--- src/rtl/ni_resource_port.sv ---
// Generic flit FIFO: DEPTH-entry circular buffer with an occupancy counter.
// Latency: a pushed word is at head_dat on the cycle after the push; head_dat is driven from flops.
// Backpressure: full/empty come from the registered count; a push is accepted when full only if a pop happens in the same cycle.
module ni_fifo #(
  parameter int W     = 35,
  parameter int DEPTH = 4
) (
  input  logic         clk,
  input  logic         preset,
  input  logic         push_vld,
  input  logic [W-1:0] push_dat,
  input  logic         pop_vld,
  output logic [W-1:0] head_dat,
  output logic         full,
  output logic         empty
);
  localparam int AW = $clog2(DEPTH);

  logic [W-1:0]  mem_q [DEPTH];
  logic [AW-1:0] wr_ptr_q, wr_ptr_d;
  logic [AW-1:0] rd_ptr_q, rd_ptr_d;
  logic [AW:0]   cnt_q, cnt_d;
  logic          do_push, do_pop;

  assign full     = (cnt_q == (AW+1)'(DEPTH));
  assign empty    = (cnt_q == '0);
  assign head_dat = mem_q[rd_ptr_q];

  // Pointer and occupancy update; depth is a power of two so pointers wrap naturally.
  always_comb begin
    do_pop   = pop_vld && !empty;
    do_push  = push_vld && (!full || do_pop);
    wr_ptr_d = wr_ptr_q + AW'(do_push);
    rd_ptr_d = rd_ptr_q + AW'(do_pop);
    cnt_d    = cnt_q + (AW+1)'(do_push) - (AW+1)'(do_pop);
  end

  // Storage and pointers; storage is cleared so the head reads zero after reset.
  always_ff @(posedge clk or negedge preset) begin
    if (!preset) begin
      for (int i = 0; i < DEPTH; i++) mem_q[i] <= '0;
      wr_ptr_q <= '0;
      rd_ptr_q <= '0;
      cnt_q    <= '0;
    end else begin
      if (do_push) mem_q[wr_ptr_q] <= push_dat;
      wr_ptr_q <= wr_ptr_d;
      rd_ptr_q <= rd_ptr_d;
      cnt_q    <= cnt_d;
    end
  end
endmodule

// Bridge between core valid/ready flit streams and the router's four-phase bundled-data resource port.
// Latency: TX push to req rise 2+SETUP_CYC cycles; RX req to ack rise SYNC_STAGES+1 cycles.
// Backpressure: tx_ready drops when the TX FIFO is full; a full RX FIFO holds rtr_out_ack low so the router waits.
module ni_resource_port #(
  parameter int FLIT_W      = 35,
  parameter int TX_DEPTH    = 4,
  parameter int RX_DEPTH    = 4,
  parameter int SYNC_STAGES = 2,
  parameter int SETUP_CYC   = 1
) (
  input  logic              clk,
  input  logic              preset,
  input  logic              tx_valid,
  input  logic [FLIT_W-1:0] tx_data,
  output logic              tx_ready,
  output logic              rx_valid,
  output logic [FLIT_W-1:0] rx_data,
  input  logic              rx_ready,
  output logic              rtr_in_req,
  output logic [FLIT_W-1:0] rtr_in_data,
  input  logic              rtr_in_ack,
  input  logic              rtr_out_req,
  input  logic [FLIT_W-1:0] rtr_out_data,
  output logic              rtr_out_ack,
  output logic              tx_busy,
  output logic [7:0]        rx_drop_cnt
);
  localparam int CNT_W = $clog2(SETUP_CYC + 1);

  typedef enum logic [1:0] {TX_IDLE, TX_SETUP, TX_REQ, TX_RTZ} tx_state_e;
  typedef enum logic {RX_IDLE, RX_ACK} rx_state_e;

  tx_state_e              tx_state_q, tx_state_d;
  rx_state_e              rx_state_q, rx_state_d;
  logic [SYNC_STAGES-1:0] ack_sync_q, ack_sync_d;
  logic [SYNC_STAGES-1:0] req_sync_q, req_sync_d;
  logic                   ack_s, req_s;
  logic                   req_prev_q, req_prev_d;
  logic                   rst_done_q;
  logic                   tx_full, tx_empty, tx_pop;
  logic [FLIT_W-1:0]      tx_head;
  logic                   in_req_q, in_req_d;
  logic [FLIT_W-1:0]      in_data_q, in_data_d;
  logic [CNT_W-1:0]       setup_cnt_q, setup_cnt_d;
  logic                   rx_full, rx_empty, rx_push;
  logic                   out_ack_q, out_ack_d;
  logic [7:0]             drop_cnt_q, drop_cnt_d;

  assign ack_s       = ack_sync_q[SYNC_STAGES-1];
  assign req_s       = req_sync_q[SYNC_STAGES-1];
  assign tx_ready    = rst_done_q && !tx_full;
  assign rx_valid    = !rx_empty;
  assign rtr_in_req  = in_req_q;
  assign rtr_in_data = in_data_q;
  assign rtr_out_ack = out_ack_q;
  assign tx_busy     = (tx_state_q != TX_IDLE);
  assign rx_drop_cnt = drop_cnt_q;

  ni_fifo #(.W(FLIT_W), .DEPTH(TX_DEPTH)) u_tx_fifo (
    .clk(clk), .preset(preset),
    .push_vld(tx_valid && tx_ready), .push_dat(tx_data),
    .pop_vld(tx_pop), .head_dat(tx_head),
    .full(tx_full), .empty(tx_empty)
  );

  ni_fifo #(.W(FLIT_W), .DEPTH(RX_DEPTH)) u_rx_fifo (
    .clk(clk), .preset(preset),
    .push_vld(rx_push), .push_dat(rtr_out_data),
    .pop_vld(rx_valid && rx_ready), .head_dat(rx_data),
    .full(rx_full), .empty(rx_empty)
  );

  // Shift the asynchronous router handshakes through the synchronizer chains.
  always_comb begin
    ack_sync_d = {ack_sync_q[SYNC_STAGES-2:0], rtr_in_ack};
    req_sync_d = {req_sync_q[SYNC_STAGES-2:0], rtr_out_req};
    req_prev_d = req_s;
  end

  // Synchronizers, req edge history and the post-reset ready qualifier.
  always_ff @(posedge clk or negedge preset) begin
    if (!preset) begin
      ack_sync_q <= '0;
      req_sync_q <= '0;
      req_prev_q <= 1'b0;
      rst_done_q <= 1'b0;
    end else begin
      ack_sync_q <= ack_sync_d;
      req_sync_q <= req_sync_d;
      req_prev_q <= req_prev_d;
      rst_done_q <= 1'b1;
    end
  end

  // TX next state: launch a flit, hold data for the setup time, then run the four-phase cycle.
  always_comb begin
    tx_state_d = tx_state_q;
    unique case (tx_state_q)
      TX_IDLE:  if (!tx_empty) tx_state_d = TX_SETUP;
      TX_SETUP: if (setup_cnt_q == '0) tx_state_d = TX_REQ;
      TX_REQ:   if (ack_s) tx_state_d = TX_RTZ;
      TX_RTZ:   if (!ack_s) tx_state_d = TX_IDLE;
      default:  tx_state_d = TX_IDLE;
    endcase
  end

  // TX outputs: data is loaded only in idle, so it never moves while req or ack is high.
  always_comb begin
    in_req_d    = in_req_q;
    in_data_d   = in_data_q;
    setup_cnt_d = setup_cnt_q;
    tx_pop      = 1'b0;
    unique case (tx_state_q)
      TX_IDLE: begin
        if (!tx_empty) begin
          in_data_d   = tx_head;
          setup_cnt_d = CNT_W'(SETUP_CYC);
        end
      end
      TX_SETUP: begin
        if (setup_cnt_q == '0) in_req_d = 1'b1;
        else setup_cnt_d = setup_cnt_q - CNT_W'(1);
      end
      TX_REQ: begin
        if (ack_s) begin
          in_req_d = 1'b0;
          tx_pop   = 1'b1;
        end
      end
      default: ;
    endcase
  end

  // TX state and registered router-facing outputs.
  always_ff @(posedge clk or negedge preset) begin
    if (!preset) begin
      tx_state_q  <= TX_IDLE;
      in_req_q    <= 1'b0;
      in_data_q   <= '0;
      setup_cnt_q <= '0;
    end else begin
      tx_state_q  <= tx_state_d;
      in_req_q    <= in_req_d;
      in_data_q   <= in_data_d;
      setup_cnt_q <= setup_cnt_d;
    end
  end

  // RX next state: accept only when there is room, then wait for the router to return req to zero.
  always_comb begin
    rx_state_d = rx_state_q;
    unique case (rx_state_q)
      RX_IDLE: if (req_s && !rx_full) rx_state_d = RX_ACK;
      RX_ACK:  if (!req_s) rx_state_d = RX_IDLE;
      default: rx_state_d = RX_IDLE;
    endcase
  end

  // RX outputs: sample data on first sight of req_s; a req withdrawn without ack counts as a drop.
  always_comb begin
    out_ack_d  = out_ack_q;
    rx_push    = 1'b0;
    drop_cnt_d = drop_cnt_q;
    unique case (rx_state_q)
      RX_IDLE: begin
        if (req_s && !rx_full) begin
          rx_push   = 1'b1;
          out_ack_d = 1'b1;
        end else if (req_prev_q && !req_s && (drop_cnt_q != 8'hFF)) begin
          drop_cnt_d = drop_cnt_q + 8'd1;
        end
      end
      RX_ACK: if (!req_s) out_ack_d = 1'b0;
      default: ;
    endcase
  end

  // RX state, ack output and protocol-error counter.
  always_ff @(posedge clk or negedge preset) begin
    if (!preset) begin
      rx_state_q <= RX_IDLE;
      out_ack_q  <= 1'b0;
      drop_cnt_q <= '0;
    end else begin
      rx_state_q <= rx_state_d;
      out_ack_q  <= out_ack_d;
      drop_cnt_q <= drop_cnt_d;
    end
  end
endmodule

--- config.mk ---
export PLATFORM = sky130hd
export DESIGN_NAME = ni_resource_port
export DESIGN_NICKNAME = d
export VERILOG_FILES = /design/src/rtl/ni_resource_port.sv
export SDC_FILE = /design/constraint.sdc
export NUM_CORES = 1
export LEC_CHECK = 0
export CORE_UTILIZATION = 25
export CTS_CLUSTER_SIZE = 8
export DETAILED_ROUTE_END_ITERATION = 10
export PLACE_DENSITY = 0.41
export SLEW_MARGIN = 20
export SYNTH_ARGS = -nofsm -noshare
export SYNTH_HDL_FRONTEND = slang
export SYNTH_SLANG_ARGS = --single-unit
--- constraint.sdc ---
create_clock -name clk -period 2.61 [get_ports clk]
set_input_delay 0.522 -clock clk [delete_from_list [all_inputs] [get_ports clk]]
set_output_delay 0.522 -clock clk [all_outputs]
set_load 0.01 [all_outputs]
After elaboration in Yosys (flattened, before gate mapping)
Index checks and enable logic that the tools add are counted.
{"block": "totals", "regBits": 349, "input_bits": 76, "output_inout_bits": 83, "wordCells": 123}
{"block": "op_classes", "addsub": 10, "order_cmp": 6, "n_eq_ne": 12, "n_mux": 32, "bitwise": 7, "reduce_logical": 31}
{"op": "bitwise mux 140 bit", "count": 2}
{"op": "2-to-1 mux 35 bit", "count": 6}
{"op": "binary-select mux 35 bit (select 2 bit)", "count": 2}
{"op": "demux 35 bit (select 2 bit)", "count": 2}
{"op": "greater-or-equal comparator 3 bit, second input constant", "count": 4}
{"op": "logical AND 1 bit", "count": 12}
{"op": "!= test 2 bit, second input constant", "count": 6}
{"op": "inverter 2 -> 3 bit", "count": 4}
{"op": "2-to-1 mux 1 bit", "count": 11}
{"op": "adder 2 x 1 -> 2 bit", "count": 4}
{"op": "adder 8 x 1 -> 8 bit, second input constant", "count": 1}
{"op": "2-to-1 mux 2 bit", "count": 4}
{"op": "!= test 8 bit, second input constant", "count": 1}
{"op": "case mux 1 bit (2 select lines)", "count": 4}
{"op": "case mux 2 bit (4 select lines)", "count": 1}
{"op": "adder 3 x 1 -> 3 bit", "count": 2}
{"op": "equality test 3 bit, second input constant", "count": 2}
{"op": "zero test 3 bit", "count": 2}
{"op": "< comparator 3 x 1 -> 1 bit, second input constant", "count": 2}
{"op": "AND reduction 2 bit", "count": 3}
{"op": "AND reduction 3 bit", "count": 2}
{"op": "nonzero test 2 bit", "count": 3}
{"op": "subtractor 3 x 1 -> 3 bit", "count": 2}
{"op": "zero test 1 bit", "count": 5}
{"op": "7 further kinds", "count": 11}

Logic depth before layout (Yosys ltp)
{"block": "logic_depth", "ltp_word": 8, "ltp_mapped": 10, "depth_no_buf": 10}

Cells and area by module
A second synthesis with hierarchy kept.
{"block": "hier_totals", "hier_cells": 888, "hier_area_um2": 15371.0}
{"module": "ni_fifo (u_tx_fifo)", "n_inst": 1, "cells_each": 368, "area_each_um2": 6593.8, "seq_area_each_um2": 3678.5}
{"module": "ni_fifo (u_rx_fifo)", "n_inst": 1, "cells_each": 366, "area_each_um2": 6521.3, "seq_area_each_um2": 3678.5}
{"module": "ni_resource_port", "n_inst": 1, "cells_each": 154, "area_each_um2": 2255.9, "seq_area_each_um2": 1376.3}

Worst setup path before layout
No wires, ideal clock.
{"block": "synth_timing", "path_type": "register -> register", "from": "register u_rx_fifo.cnt_q[1]", "to": "register u_rx_fifo.cnt_q[2]", "setup_time_ps": 123, "t_arrival_ps": 2035, "t_required_ps": 2487, "slack_ps": 452, "stages_incl_launch_ff": 9, "path_buffers": 0, "synth_period_minus_slack_ps": 2158, "cell_sequence": "dfrtp_1 or3_1 and2_1 ha_1 inv_1 ha_1 inv_1 fa_1 xnor2_1"}
{"block": "synth_via", "elab_chain_len": 8, "word_cells_on_any_way": 13, "cone_classes": "add/sub (2); eq/ne (1); mux (2); reduce/logical (8)"}
{"item": "start: declaration", "line_no": "22", "source": "logic [AW:0] cnt_q, cnt_d;"}
{"item": "start signal: assignment", "line_no": "49", "source": "cnt_q <= cnt_d;"}
{"item": "zero test 3 bit (*)", "line_no": "26", "source": "assign empty = (cnt_q == '0);"}
{"item": "zero test 1 bit (*)", "line_no": "105", "source": "assign rx_valid = !rx_empty;"}
{"item": "via rx_valid", "line_no": "69", "source": "output logic rx_valid,"}
{"item": "logical AND 1 bit", "line_no": "122", "source": ".pop_vld(rx_valid && rx_ready), .head_dat(rx_data),"}
{"item": "logical AND 1 bit (*)", "line_no": "31", "source": "do_pop = pop_vld && !empty;"}
{"item": "logical OR 1 bit", "line_no": "32", "source": "do_push = push_vld && (!full || do_pop);"}
{"item": "logical AND 1 bit", "line_no": "32"}
{"item": "adder 3 x 1 -> 3 bit", "line_no": "35", "source": "cnt_d = cnt_q + (AW+1)'(do_push) - (AW+1)'(do_pop);"}
{"item": "subtractor 3 x 1 -> 3 bit (*)", "line_no": "35"}
{"item": "via u_rx_fifo.cnt_d[2]", "line_no": "22"}
Mark *: on every way through the listed nets, which the timed path passes. The rest lies on a longest branch.
A chain may end at the register's enable or synchronous reset.

Worst setup path in the final report
{"block": "layout_timing", "from": "register u_rx_fifo.rd_ptr_q[0]", "to": "output port rx_data[31]"}
{"block": "layout_via", "elab_chain_len": 4}
{"item": "start: declaration", "line_no": "21", "source": "logic [AW-1:0] rd_ptr_q, rd_ptr_d;"}
{"item": "start signal: assignment", "line_no": "48", "source": "rd_ptr_q <= rd_ptr_d;"}
{"item": "inverter 2 -> 3 bit (implied by the code)", "line_no": "27", "source": "assign head_dat = mem_q[rd_ptr_q];"}
{"item": "binary-select mux 35 bit (select 2 bit)", "line_no": "27"}
{"item": "2-to-1 mux 35 bit (implied by the code) (2 in series)", "line_no": "27"}
{"item": "end: declaration", "line_no": "70", "source": "output logic [FLIT_W-1:0] rx_data,"}
No other way between the ends. The select of a mux whose other input is x is not followed.

==> impl_metrics.tcl <==
set metrics [dict create \
    cts-htree-levels 2 \
    syn_to_final_growth_pct 27.6 \
    synthArstFlopShare 1.00 \
    fin_area_mm2 0.0193 \
    overflow 0 \
    dp_hpwl_um 22300 \
    fp.dieW_um 248 \
    p_total_mw 25.4 \
    period_share 0.977 \
    final_cell_mix "dfrtp_1, mux2_2, clkdlybuf4s50_1" \
    slowest_stage "mux4_2" \
    num-fill-cells 5861 \
    synth_warnings 0 \
    hold_violations 0 \
    cts_tree "yes" \
    synth_area_mm2 0.0151 \
    cp.arrival_ps 2030 \
    switching_share 0.295 \
    endpoint_kind "output pin" \
    rows 89 \
    drc 0 \
    place.gp.congestion 0.673 \
    fin_nets 1183 \
    first_pass_iters 4 \
    p_clk_frac 0.235 \
    fmax_ghz 0.392 \
    grt_antenna_before_repair 3 \
    critPathMaxStageDelay_ps 530 \
    grt_pass1_vias 9324 \
    portBuffers 158 \
    seq_power_share 0.377 \
    status "complete, no violations" \
    antenna_left 0 \
    synth_edf_count 0 \
    ys.flop_type "dfrtp_1" \
    p_leak_nw 8.11 \
    avgSynthCellArea_um2 17.2 \
    grt_max_degree 66 \
    yosysUniqueCellTypes 47 \
    crit_type "flop to output pin" \
    path_buf_inv 4 \
    track_usage 0.122 \
    core_mm2 0.0595 \
    vias 8241 \
    final_common_cell "dfrtp_1" \
    syn_inst 880 \
    clk_pin_slew_ps 50 \
    insertion_delay_ps 570 \
    cp_cell_sequence "buf_6, buf_12, buf_4, mux4_2, buf_6" \
    cts_sinks 349 \
    clockBufferDepth 3 \
    wl_um 36400 \
    fin_cells 1876 \
    combPwrFrac 0.388 \
    crit_family "multiplexers" \
    n_antenna_cell 0 \
    crit_required_ps 2090 \
    internal_power_mw 17.9 \
    initial_utilization 0.255 \
    ioPinCount 159 \
    maxCapViolations 0 \
    timing_max_transition_violations_final 0 \
    placed_cells 1801 \
    ir_drop_v 0.000684 \
    finalSetupViolations 0 \
    worst_path_most_repeated_cell "buf_6" \
    drt_iter0_drc 186 \
    fin_crit_ps 2550 \
    min_path_type "flop to flop" \
    cts-root-buf "clkbuf_16" \
    startpoint_type "flop" \
    ys_seq_elements 349 \
    grt_pass1_wl_um 57000 \
    syn_nets 970 \
    max-slew-margin-rel 0.619 \
    die_h_um 248 \
    cts_buffers 50 \
    wire_per_inst_um 19.4 \
    crit_fanout 6 \
    post_drt_via_cell_ratio 4.39 \
    worst_pin_slew_ps 571 \
    ys_seq_area_frac 0.577 \
    drive_above_1_share 0.484 \
    die_area_mm2 0.0616 \
    rsz0062_at_grt "true" \
    power_switching_mw 7.48 \
    skew_ps 13.7 \
    powerDensity_mw_per_mm2 1310 \
    place_area_mm2 0.0179 \
]
logic make-up after synthesis:
kind of cell | share of synthesized area
adders and majority gates | 0.0126
DFF | 0.577
xor gates and xnor gates | 0.00752
AOI/OAI and AO/OA | 0.00710
other | 0.000248
and+or+nand+nor | 0.0224
muxes | 0.351
buffers and inverters | 0.0224
per-stage QoR:
stage / hold slack [ps] / setup TNS (ps) / util / worst slack, ps
5_1_grt: 361 / -51.3 / 0.325 / -33.9
2_1_floorplan: 226 / 0 / - / 452
3_5_place_dp: 336 / 0 / 0.300 / 230
6_report: 344 / 0 / 0.325 / 60.0
4_1_cts: 347 / -120 / 0.325 / -111
3_3_place_gp: 335 / 0 / 0.300 / 238
final timing paths:
kind                                                  from                               end  slack (ps)  cells past startpoint
hold reg to reg                    req_sync_q[0]$_DFF_PN0_           req_sync_q[1]$_DFF_PN0_         340                      0
setup / recovery           u_rx_fifo.rd_ptr_q[0]$_DFF_PN0_                       rx_data[31]          60                      5
min in group asynchronous                           preset  u_rx_fifo.mem_q[133]$_DFFE_PN0P_         530                      2
max in group asynchronous                           preset   u_tx_fifo.mem_q[73]$_DFFE_PN0P_        1290                      3
hold / removal                     req_sync_q[0]$_DFF_PN0_           req_sync_q[1]$_DFF_PN0_         340                      0
setup reg to reg                 tx_state_q[0]$_DFFE_PN0P_      u_tx_fifo.cnt_q[2]$_DFF_PN0_         400                     10
state kept, by name, summed over array words and instances (netlist names), 3 cells and up:
signal and flops:
u_tx_fifo.mem_q 140, u_tx_fifo.cnt_q 3, u_rx_fifo.cnt_q 3, rtr_in_data 35, u_rx_fifo.mem_q 140, rx_drop_cnt 8
layer usage:
layer | GRT usage | share of wire | wire length (um) | vias up
met5 | 0 | 0.00082 | 30 | -
met4 | 0.0377 | 0.022 | 784 | 6
met3 | 0.0304 | 0.048 | 1750 | 66
met2 | 0.199 | 0.48 | 17600 | 152
met1 | 0.158 | 0.45 | 16200 | 4333
li1 | - | - | - | 3684
cells in the mapped netlist (2+ instances only):
| cell type | instances | share of area |
|---|---|---|
| buf_2 | 25 | 0.0083 |
| dfrtp_1 | 349 | 0.58 |
| buf_6 | 4 | 0.0030 |
| clkbuf_1 | 9 | 0.0022 |
| and3_1 | 3 | 0.0012 |
| o211ai_1 | 3 | 0.0015 |
| mux2i_1 | 3 | 0.0020 |
| xnor2_1 | 9 | 0.0052 |
| nor3b_4 | 2 | 0.0025 |
| mux2_1 | 8 | 0.0059 |
| or4_1 | 2 | 0.00099 |
| nor3_1 | 2 | 0.00066 |
| mux4_2 | 70 | 0.10 |
| nor3_2 | 2 | 0.0013 |
| inv_1 | 12 | 0.0030 |
| buf_4 | 4 | 0.0020 |
| ha_1 | 12 | 0.0099 |
| fa_1 | 2 | 0.0026 |
| nand4_1 | 3 | 0.0012 |
| nor4b_4 | 4 | 0.0063 |
| buf_12 | 3 | 0.0040 |
| o21ai_0 | 3 | 0.00099 |
| nand2_1 | 7 | 0.0017 |
| nor2_1 | 5 | 0.0012 |
| mux2_4 | 35 | 0.035 |
| mux2_2 | 275 | 0.20 |
| xor2_1 | 4 | 0.0023 |
power groups by stage:
stage               combinational, mW  sequential [mW]  clock (mW)
global route                     10.7             9.96        6.49
floorplan                        6.57             9.31           0
finish                           9.83             9.57        5.97
detailed placement               10.2             9.67           0
CTS                              10.1             9.60        6.28
global placement                 10.1             9.65           0
cell type report:
cell class / count / area, um2 / share of cell area
clock buffers: 62 / 1400 / 0.0725
inverters: 12 / 45.0 / 0.00233
multi-input cells: 474 / 6090 / 0.315
flip-flops and latches: 349 / 8740 / 0.452
well taps: 773 / 967 / 0.0501
repair buffers: 206 / 2080 / 0.107
timing repair:
item                       CTS  global route
setup buffers               10             1
pin swaps                    1             0
hold buffers                 1             0
resized for setup          100            24
hold endpoints to repair    55             0
setup endpoints to repair   36            21
cloned                       1             1
Power figures use the tool's default switching activity.
==> RTL edit, RTL diff (same flow settings) <==
Register the output `rx_drop_cnt` once more, without a reset; this adds one clock of latency there. The other outputs are not delayed to match.
--- a/src/rtl/ni_resource_port.sv
+++ b/src/rtl/ni_resource_port.sv
@@ -107,7 +107,9 @@
   assign rtr_in_data = in_data_q;
   assign rtr_out_ack = out_ack_q;
   assign tx_busy     = (tx_state_q != TX_IDLE);
-  assign rx_drop_cnt = drop_cnt_q;
+  always_ff @(posedge clk) begin
+    rx_drop_cnt <= drop_cnt_q;
+  end
 
   ni_fifo #(.W(FLIT_W), .DEPTH(TX_DEPTH)) u_tx_fifo (
     .clk(clk), .preset(preset),
Function: same outputs for any inputs over 4 cycles, from zero or initial values and one cycle with preset low; that may be too few to reach the edited logic, so the function may still have changed.
==> RTL edit against the original RTL <==
Wire length is 0.79% lower; combinational power hardly changed; total power is 1.0% higher; final area is 1.0% higher; synthesized cell count is 1.0% higher; setup slack worse by 13 ps; first-iteration DRC count is 59% higher; area after synthesis is 1.1% higher; sequential cell count is 8 higher; worst hold slack better by 6.2 ps.
==> RTL edit: results (changes against the original RTL) <==
status complete, no violations (unchanged); non-clk buf share 10.89% (was 10.75%); leak pwr 8.164 nW (was 8.114 nW); vias in the first global route 9222 (was 9324); Placed Area 18080 um^2 (was 17870 um^2); number of fill cells 5890 (was 5861); synth unique cells 46 (was 47); dpl ws 239.8 ps (was 230.0 ps); ClkCell Share 7.168% (was 7.246%); post-synthesis mux area share 35.11% (was 35.12%); register area 8897 um^2 (was 8742 um^2); Post-Synth XOR/XNOR Area 0.6864% (was 0.7518%); Max transition margin 66.21% (was 61.94%); multi-input combinational area share 31.07% (was 31.52%); Max rail drop VDD 0.5746 mV (was 0.6835 mV); compound-cell area share of the yosys netlist 0.5230% (was 0.7105%); DP Cell Count 1818 (was 1801); Power per Cell Area 1313 nW/um^2 (about the same); Layout Skew 22.69 ps (was 13.69 ps); register area share after synthesis 58.08% (was 57.66%); Row Count 90 (was 89); post-synthesis adder-cell area fraction 1.242% (was 1.256%); Reg2Reg Depth 9 (was 10); first-pass GRT wire length 57550 um (was 56980 um); share of cells above drive strength 1 47.27% (was 48.41%); largest cells by area after synthesis dfrtp_1 57%, mux2_2 20%, mux4_2 10%, mux2_4 4.9%, dfxtp_1 1.0% (was dfrtp_1 58%, mux2_2 20%, mux4_2 10%, mux2_4 3.5%, ha_1 0.99%)
RTL edit: per-layer routing:
| layer | global-route usage (%) | vias up | part of all wire, % |
|---|---|---|---|
| met5 | 0 | - | 0.17 |
| met4 | 3.545 | 10 | 2.1 |
| met3 | 3.275 | 65 | 5.0 |
| met2 | 19.82 | 143 | 49 |
| met1 | 15.25 | 4344 | 44 |
| li1 | - | 3695 | - |
RTL edit: kinds of logic after synthesis:
family                   Yosys count
multiplexers                     391
flip-flops                       357
buffers and inverters             61
AND/OR/NAND/NOR                   40
adder cells (fa/ha/maj)           14
AO/OA/AOI/OAI                     13
XOR/XNOR                          12
other                              1
RTL edit: where the power goes:
part	internal, mW	leakage (nW)	switching [mW]	total, mW
clock	3.55	0.671	2.42	5.97
combinational	6.24	3.24	3.60	9.84
sequential	8.28	4.26	1.54	9.82
total	18.1	8.16	7.55	25.6
RTL edit: worst max-delay path, cell delays in order, from the launching register on:
cell,delay (ps)
dfrtp_2,370
buf_12,140
buf_12,160
mux4_2,540
clkdlybuf4s15_2,250
RTL edit: final timing paths:
| path | from | slack (ps) | endpoint |
|---|---|---|---|
| worst max-delay path | u_rx_fifo.rd_ptr_q[0] | 50 | rx_data[16] |
| worst min-delay path | ack_sync_q[0] | 350 | ack_sync_q[1] |
| worst max register to register | u_rx_fifo.cnt_q[1] | 330 | u_rx_fifo.cnt_q[2] |
| worst min register to register | ack_sync_q[0] | 350 | ack_sync_q[1] |
| max in group asynchronous | preset | 1360 | u_rx_fifo.mem_q[92] |
| min in group asynchronous | preset | 500 | u_rx_fifo.cnt_q[1] |
RTL edit: repair_timing:
action                                 in CTS  in global routing
endpoints found under the hold margin      47                  0
setup endpoints to repair                  36                 12
resized for setup                         107                  3
setup buffers                               4                  0
pin swaps                                   0                  0
cloned                                      2                  0
hold buffers                                1                  0
